$ cat config.mk
export PLATFORM = sky130hd
export DESIGN_NAME = uart_cmd_sequencer
export DESIGN_NICKNAME = d
export VERILOG_FILES = /design/src/rtl/uart_cmd_sequencer.sv
export SDC_FILE = /design/constraint.sdc
export NUM_CORES = 1
export LEC_CHECK = 0
export ABC_AREA = 1
export BUFFER_PORTS_ARGS = -buffer_cell sky130_fd_sc_hd__buf_2
export CAP_MARGIN = 40
export CORE_MARGIN = 5
export CORE_UTILIZATION = 66
export CTS_BUF_LIST = sky130_fd_sc_hd__clkbuf_4
export DETAILED_ROUTE_END_ITERATION = 8
export HOLD_SLACK_MARGIN = 0.12
export PLACE_DENSITY = 0.87
export SLEW_MARGIN = 15
export SYNTH_ARGS = -nofsm -noshare
export SYNTH_HDL_FRONTEND = slang
export SYNTH_SLANG_ARGS = --single-unit
$ cat constraint.sdc
create_clock -name clk -period 5.1 [get_ports clk]
set_input_delay 0.51 -clock clk [delete_from_list [all_inputs] [get_ports clk]]
set_output_delay 0.51 -clock clk [all_outputs]
set_load 0.01 [all_outputs]
$ cat src/rtl/uart_cmd_sequencer.sv
// UART command sequencer: assembles 4-byte {hdr, op, arg, sum} packets into a FWFT command FIFO.
// Optional inter-byte timeout is built when CMD_TIMEOUT_EN is defined.
module uart_cmd_sequencer #(
  parameter int unsigned FIFO_DEPTH     = 4,
  parameter int unsigned ACK_GAP        = 4,
  parameter logic [7:0]  HDR_BYTE       = 8'hAA,
  parameter int unsigned TIMEOUT_CYCLES = 2_000_000
) (
  input  logic                          clk,
  input  logic                          rst,
  input  logic                          rx_ack,
  input  logic [7:0]                    rx_data,
  output logic                          cmd_valid,
  input  logic                          cmd_ready,
  output logic [7:0]                    cmd_op,
  output logic [7:0]                    cmd_arg,
  output logic [$clog2(FIFO_DEPTH):0]   fifo_level,
  output logic                          err_pulse,
  output logic [7:0]                    err_cnt
);

  localparam int unsigned AW = $clog2(FIFO_DEPTH);
  localparam int unsigned LW = AW + 1;
  localparam int unsigned GW = $clog2(ACK_GAP + 1);

  if ((FIFO_DEPTH < 2) || ((FIFO_DEPTH & (FIFO_DEPTH - 1)) != 0) || (ACK_GAP < 1) ||
      (TIMEOUT_CYCLES < 2)) begin : g_param_check
    $error("uart_cmd_sequencer: illegal parameter combination");
  end

  typedef enum logic [1:0] {StHdr, StOp, StArg, StSum} state_e;

  // ---------------------------------------------------------------------------
  // Byte strobe: one strobe per byte even if rx_ack toggles while the byte is held
  // ---------------------------------------------------------------------------
  logic          armed_q, armed_d;
  logic [GW-1:0] gap_q, gap_d;
  logic          byte_stb;

  assign byte_stb = rx_ack && armed_q;

  always_comb begin
    armed_d = armed_q;
    gap_d   = gap_q;
    if (byte_stb) begin
      armed_d = 1'b0;
      gap_d   = '0;
    end else if (!armed_q) begin
      if (rx_ack) begin
        gap_d = '0;
      end else if (gap_q == GW'(ACK_GAP - 1)) begin
        armed_d = 1'b1;
        gap_d   = '0;
      end else begin
        gap_d = gap_q + GW'(1);
      end
    end
  end

  always_ff @(posedge clk) begin
    if (rst) begin
      armed_q <= 1'b1;
      gap_q   <= '0;
    end else begin
      armed_q <= armed_d;
      gap_q   <= gap_d;
    end
  end

  // ---------------------------------------------------------------------------
  // Optional inter-byte timeout
  // ---------------------------------------------------------------------------
  state_e state_q, state_d;
  logic   timeout_hit;

`ifdef CMD_TIMEOUT_EN
  localparam int unsigned TW = $clog2(TIMEOUT_CYCLES + 1);
  logic [TW-1:0] to_cnt_q, to_cnt_d;

  // A byte arriving in the expiry cycle takes priority over the timeout.
  assign timeout_hit = (state_q != StHdr) && !byte_stb && (to_cnt_q == TW'(TIMEOUT_CYCLES - 1));

  always_comb begin
    to_cnt_d = to_cnt_q + TW'(1);
    if ((state_q == StHdr) || byte_stb || timeout_hit) begin
      to_cnt_d = '0;
    end
  end

  always_ff @(posedge clk) begin
    if (rst) begin
      to_cnt_q <= '0;
    end else begin
      to_cnt_q <= to_cnt_d;
    end
  end
`else
  assign timeout_hit = 1'b0;
`endif

  // ---------------------------------------------------------------------------
  // Packet FSM
  // ---------------------------------------------------------------------------
  logic [7:0] op_q, op_d;
  logic [7:0] arg_q, arg_d;
  logic       push_req;
  logic       sum_err;

  always_comb begin
    state_d  = state_q;
    op_d     = op_q;
    arg_d    = arg_q;
    push_req = 1'b0;
    sum_err  = 1'b0;
    if (byte_stb) begin
      unique case (state_q)
        StHdr: begin
          if (rx_data == HDR_BYTE) begin
            state_d = StOp;
          end
        end
        StOp: begin
          op_d    = rx_data;
          state_d = StArg;
        end
        StArg: begin
          arg_d   = rx_data;
          state_d = StSum;
        end
        StSum: begin
          if (rx_data == (op_q ^ arg_q ^ HDR_BYTE)) begin
            push_req = 1'b1;
          end else begin
            sum_err = 1'b1;
          end
          state_d = StHdr;
        end
        default: state_d = StHdr;
      endcase
    end else if (timeout_hit) begin
      state_d = StHdr;
    end
  end

  always_ff @(posedge clk) begin
    if (rst) begin
      state_q <= StHdr;
      op_q    <= '0;
      arg_q   <= '0;
    end else begin
      state_q <= state_d;
      op_q    <= op_d;
      arg_q   <= arg_d;
    end
  end

  // ---------------------------------------------------------------------------
  // First-word-fall-through command FIFO
  // ---------------------------------------------------------------------------
  logic [7:0]    mem_op  [FIFO_DEPTH];
  logic [7:0]    mem_arg [FIFO_DEPTH];
  logic [AW-1:0] wptr_q, rptr_q;
  logic [LW-1:0] level_q, level_d;
  logic          full, pop, push_ok, drop;
  logic [7:0]    hold_op_q, hold_arg_q;

  assign full      = (level_q == LW'(FIFO_DEPTH));
  assign cmd_valid = (level_q != '0);
  assign pop       = cmd_valid && cmd_ready;
  // A full FIFO still accepts a push when the head leaves in the same cycle.
  assign push_ok   = push_req && (!full || pop);
  assign drop      = push_req && !push_ok;

  always_comb begin
    level_d = level_q;
    unique case ({push_ok, pop})
      2'b10:   level_d = level_q + LW'(1);
      2'b01:   level_d = level_q - LW'(1);
      default: level_d = level_q;
    endcase
  end

  always_ff @(posedge clk) begin
    if (push_ok) begin
      mem_op[wptr_q]  <= op_q;
      mem_arg[wptr_q] <= arg_q;
    end
  end

  always_ff @(posedge clk) begin
    if (rst) begin
      wptr_q     <= '0;
      rptr_q     <= '0;
      level_q    <= '0;
      hold_op_q  <= '0;
      hold_arg_q <= '0;
    end else begin
      level_q <= level_d;
      if (push_ok) begin
        wptr_q <= wptr_q + AW'(1);
      end
      if (pop) begin
        rptr_q <= rptr_q + AW'(1);
      end
      if (cmd_valid) begin
        hold_op_q  <= mem_op[rptr_q];
        hold_arg_q <= mem_arg[rptr_q];
      end
    end
  end

  // Outputs keep showing the last head once the FIFO drains.
  assign cmd_op     = cmd_valid ? mem_op[rptr_q]  : hold_op_q;
  assign cmd_arg    = cmd_valid ? mem_arg[rptr_q] : hold_arg_q;
  assign fifo_level = level_q;

  // ---------------------------------------------------------------------------
  // Error reporting
  // ---------------------------------------------------------------------------
  logic       err_src;
  logic       err_pulse_q;
  logic [7:0] err_cnt_q;

  assign err_src = sum_err || drop || timeout_hit;

  always_ff @(posedge clk) begin
    if (rst) begin
      err_pulse_q <= 1'b0;
      err_cnt_q   <= '0;
    end else begin
      err_pulse_q <= err_src;
      if (err_src && (err_cnt_q != 8'hFF)) begin
        err_cnt_q <= err_cnt_q + 8'd1;
      end
    end
  end

  assign err_pulse = err_pulse_q;
  assign err_cnt   = err_cnt_q;

endmodule
==> impl_metrics.env <==
export IMPL_hold_class="primary input to register"
export IMPL_ctsResizeCount=0
export IMPL_power_density_nw_per_um2=367
export IMPL_hold_depth=2
export IMPL_num_rows=32
export IMPL_cts_root_buf="clkbuf_4"
export IMPL_criticalPathCategory="register to primary output"
export IMPL_drtPass1Iterations=6
export IMPL_h_tree_depth=4
export IMPL_antenna_cells=0
export IMPL_final_util_pct=75.2
export IMPL_syn_nets=562
export IMPL_cpPeakStageDelay_ns=0.32
export IMPL_grt_ovfl_total=0
export IMPL_grtUsageTotal_pct=24.0
export IMPL_drive_gt1_share_pct=18.0
export IMPL_io_pin_count=41
export IMPL_first_iter_violations=380
export IMPL_clkTransAtPathRegs_ns=0.10
export IMPL_layout_commonest_cell="nand2_1"
export IMPL_cp_top_family="buffers and inverters"
export IMPL_syn_area_per_cell_sq_um=9.47
export IMPL_cp_buffers_inverters=4
export IMPL_synth_edf_count=64
export IMPL_cp_required_ns=4.59
export IMPL_finalCriticalPeriod_ns=2.80
export IMPL_critPathCaptureType="primary output"
export IMPL_ctsHoldBuffers=0
export IMPL_synth_async_reset_ratio_pct=0
export IMPL_rsz0062_at_grt="no"
export IMPL_max_cap_violations=0
export IMPL_placedInstanceArea_sq_um=5430
export IMPL_cpMostUsedCell="nand2_1"
export IMPL_wl_mm=10.8
export IMPL_postRouteAntennaNets=0
export IMPL_status="complete, no violations"
export IMPL_port_buffers=40
export IMPL_drc=0
export IMPL_cts_tree="built"
export IMPL_ys_ff_latch=120
export IMPL_maxSlewViolCount=0
export IMPL_seqPwrFrac_pct=50.4
export IMPL_first_global_vias=3706
export IMPL_worstPathCellList="buf_4 -> inv_1 -> buf_16 -> nor2_1 -> o32ai_1 -> nand2_1 -> nand2_1 -> buf_2"
export IMPL_hold_end="armed_q$_SDFF_PP1_"
export IMPL_max_slew_margin_rel_pct=55.6
export IMPL_final_cell_mix="112 x nand2_1, 67 x nor2_1, 64 x edfxtp_1, 56 x dfxtp_1, 46 x inv_1"
export IMPL_place_gp_congestion=0.813
export IMPL_ys_warnings_count=0
export IMPL_numCtsBuffers=17
export IMPL_r2r_worst_path_cells=12
export IMPL_skew_ns=0.0171
export IMPL_die_x_microns=97.9
export IMPL_swShare_pct=27.4
export IMPL_worstMarginPinSlew_ns=0.665
export IMPL_die_area_sq_um=9570
export IMPL_coreArea_sq_um=7610
export IMPL_grt_pass1_wl_mm=18.0
export IMPL_regToRegStartpoint="fifo_level[0]$_SDFFE_PP0P_"
export IMPL_instances_no_fill=701
export IMPL_dr_total_vias=3923
export IMPL_met2_usage_pct=38.0
export IMPL_setup_violations=0
export IMPL_power_clock_fraction_pct=33.4
export IMPL_start_kind="register"
export IMPL_setup_slack_ns=2.30
export IMPL_grt_max_degree=34
export IMPL_power_switching_uw=575
export IMPL_synth_fa_ha_area_share_pct=3.10
export IMPL_cts_max_path_buffers=2
export IMPL_dp_slack_ns=2.58
export IMPL_pwr_share_comb_pct=16.2
export IMPL_r2r_end="fifo_level[2]$_SDFFE_PP0P_"
export IMPL_synth_seq_area_share_pct=59.7
export IMPL_synthCells=538
export IMPL_fmax_mhz=357
export IMPL_holdWs_ns=0.239
export IMPL_p_leak_nw=2.34
export IMPL_hold_viol=0
export IMPL_worstPathArrival_ns=2.29
export IMPL_yosys_area_share_simple_pct=18.8
export IMPL_cts_setup_buffers=0
export IMPL_min_from="rx_ack"
export IMPL_synth_compound_area_share_pct=12.4
export IMPL_p_int_mw=1.52
export IMPL_grt_antenna_before_repair=0
export IMPL_dp_cells=669
export IMPL_irDropWorstVdd_mv=0.196
export IMPL_r2r_setup_slack_ns=2.61
export IMPL_hpwl_mm=7.05
export IMPL_yosysUniqueCellTypes=29
export IMPL_synth_top_family_by_area="simple AND/OR/NAND/NOR gates"
export IMPL_busiest_layer="met2"
export IMPL_start_util_pct=67.0
export IMPL_fin_nets=610
export IMPL_cts_sink_count=120
export IMPL_fin_area_sq_um=5720
export IMPL_use_met3_pct=7.64
export IMPL_critPathSlowestCell="inv_1"
export IMPL_vias_per_cell=5.60
export IMPL_syn_cell_area_sq_um=5090
export IMPL_ys_flop_type="edfxtp_1"
export IMPL_areaGrowthSynthToFinish_pct=12.4
export IMPL_synthXorXnorAreaFrac_pct=0.860
export IMPL_cp_max_fo=33
export IMPL_synthMuxAreaShare_pct=0
export IMPL_clk_latency_ns=0.51
export IMPL_finalPower_mw=2.10
export IMPL_totalNegativeSetupSlack_ns=0
export IMPL_wl_per_cell_microns=15.4
export IMPL_post_route_period_util_pct=55.0
export IMPL_grtUsageMet1_pct=31.8
export IMPL_die_h_microns=97.9
cells in the mapped netlist, types with 11 or more instances:
library cell	count	area [sq um]
inv_1	46	173
nand2_2	11	68.8
nand2_1	112	420
a21oi_1	41	205
nor2_1	67	251
o32ai_1	16	140
dfxtp_1	56	1120
o21ai_0	40	200
ha_1	11	138
edfxtp_1	64	1920
nand3_1	21	105
clkbuf_1	17	63.8
power groups by stage:
| stage | registers (mW) | logic [mW] | clock network (mW) |
|---|---|---|---|
| after detailed placement | 1.08 | 0.335 | 0 |
| after floorplan | 1.08 | 0.218 | 0 |
| after global routing | 1.06 | 0.384 | 0.755 |
| after global placement | 1.08 | 0.312 | 0 |
| final | 1.06 | 0.339 | 0.701 |
| after CTS | 1.06 | 0.341 | 0.708 |
cell type report:
cell class,count,area (sq um)
clock buffers,22,165
clock inverters,10,130
fillers,517,1880
inverters,51,194
multi-input cells,349,1790
flip-flops and latches,120,3040
well taps,102,128
repair buffers,47,277
worst max path at each step:
stage                                          to  depth (start not counted)
after floorplan           mem_arg[0][0]$_DFFE_PP_                         11
after global placement     mem_op[3][0]$_DFFE_PP_                         12
after detailed placement  mem_arg[3][6]$_DFFE_PP_                         13
after CTS                              cmd_arg[0]                          8
after global routing                   cmd_arg[0]                          8
final                                   cmd_op[1]                          8
kinds of logic after synthesis:
| kind of cell | Yosys count |
|---|---|
| simple gates | 225 |
| flops | 120 |
| compound gates | 107 |
| buf+inv | 69 |
| fa+ha+maj | 12 |
| xor+xnor | 5 |
registers in the layout (all words and copies together) (netlist names), 2 cells and up, named ones only:
register,cells
fifo_level,3
rptr_q,2
state_q,2
arg_q,8
mem_arg,32
gap_q,3
hold_op_q,8
wptr_q,2
op_q,8
err_cnt,8
mem_op,32
hold_arg_q,8
metal layers:
| metal | up-vias | share of wire, % |
|---|---|---|
| li1 | 1919 | - |
| met1 | 1774 | 41 |
| met2 | 212 | 48 |
| met3 | 18 | 9.5 |
| met4 | 0 | 1.6 |
| met5 | - | 0 |
Power figures use the tool's default switching activity.
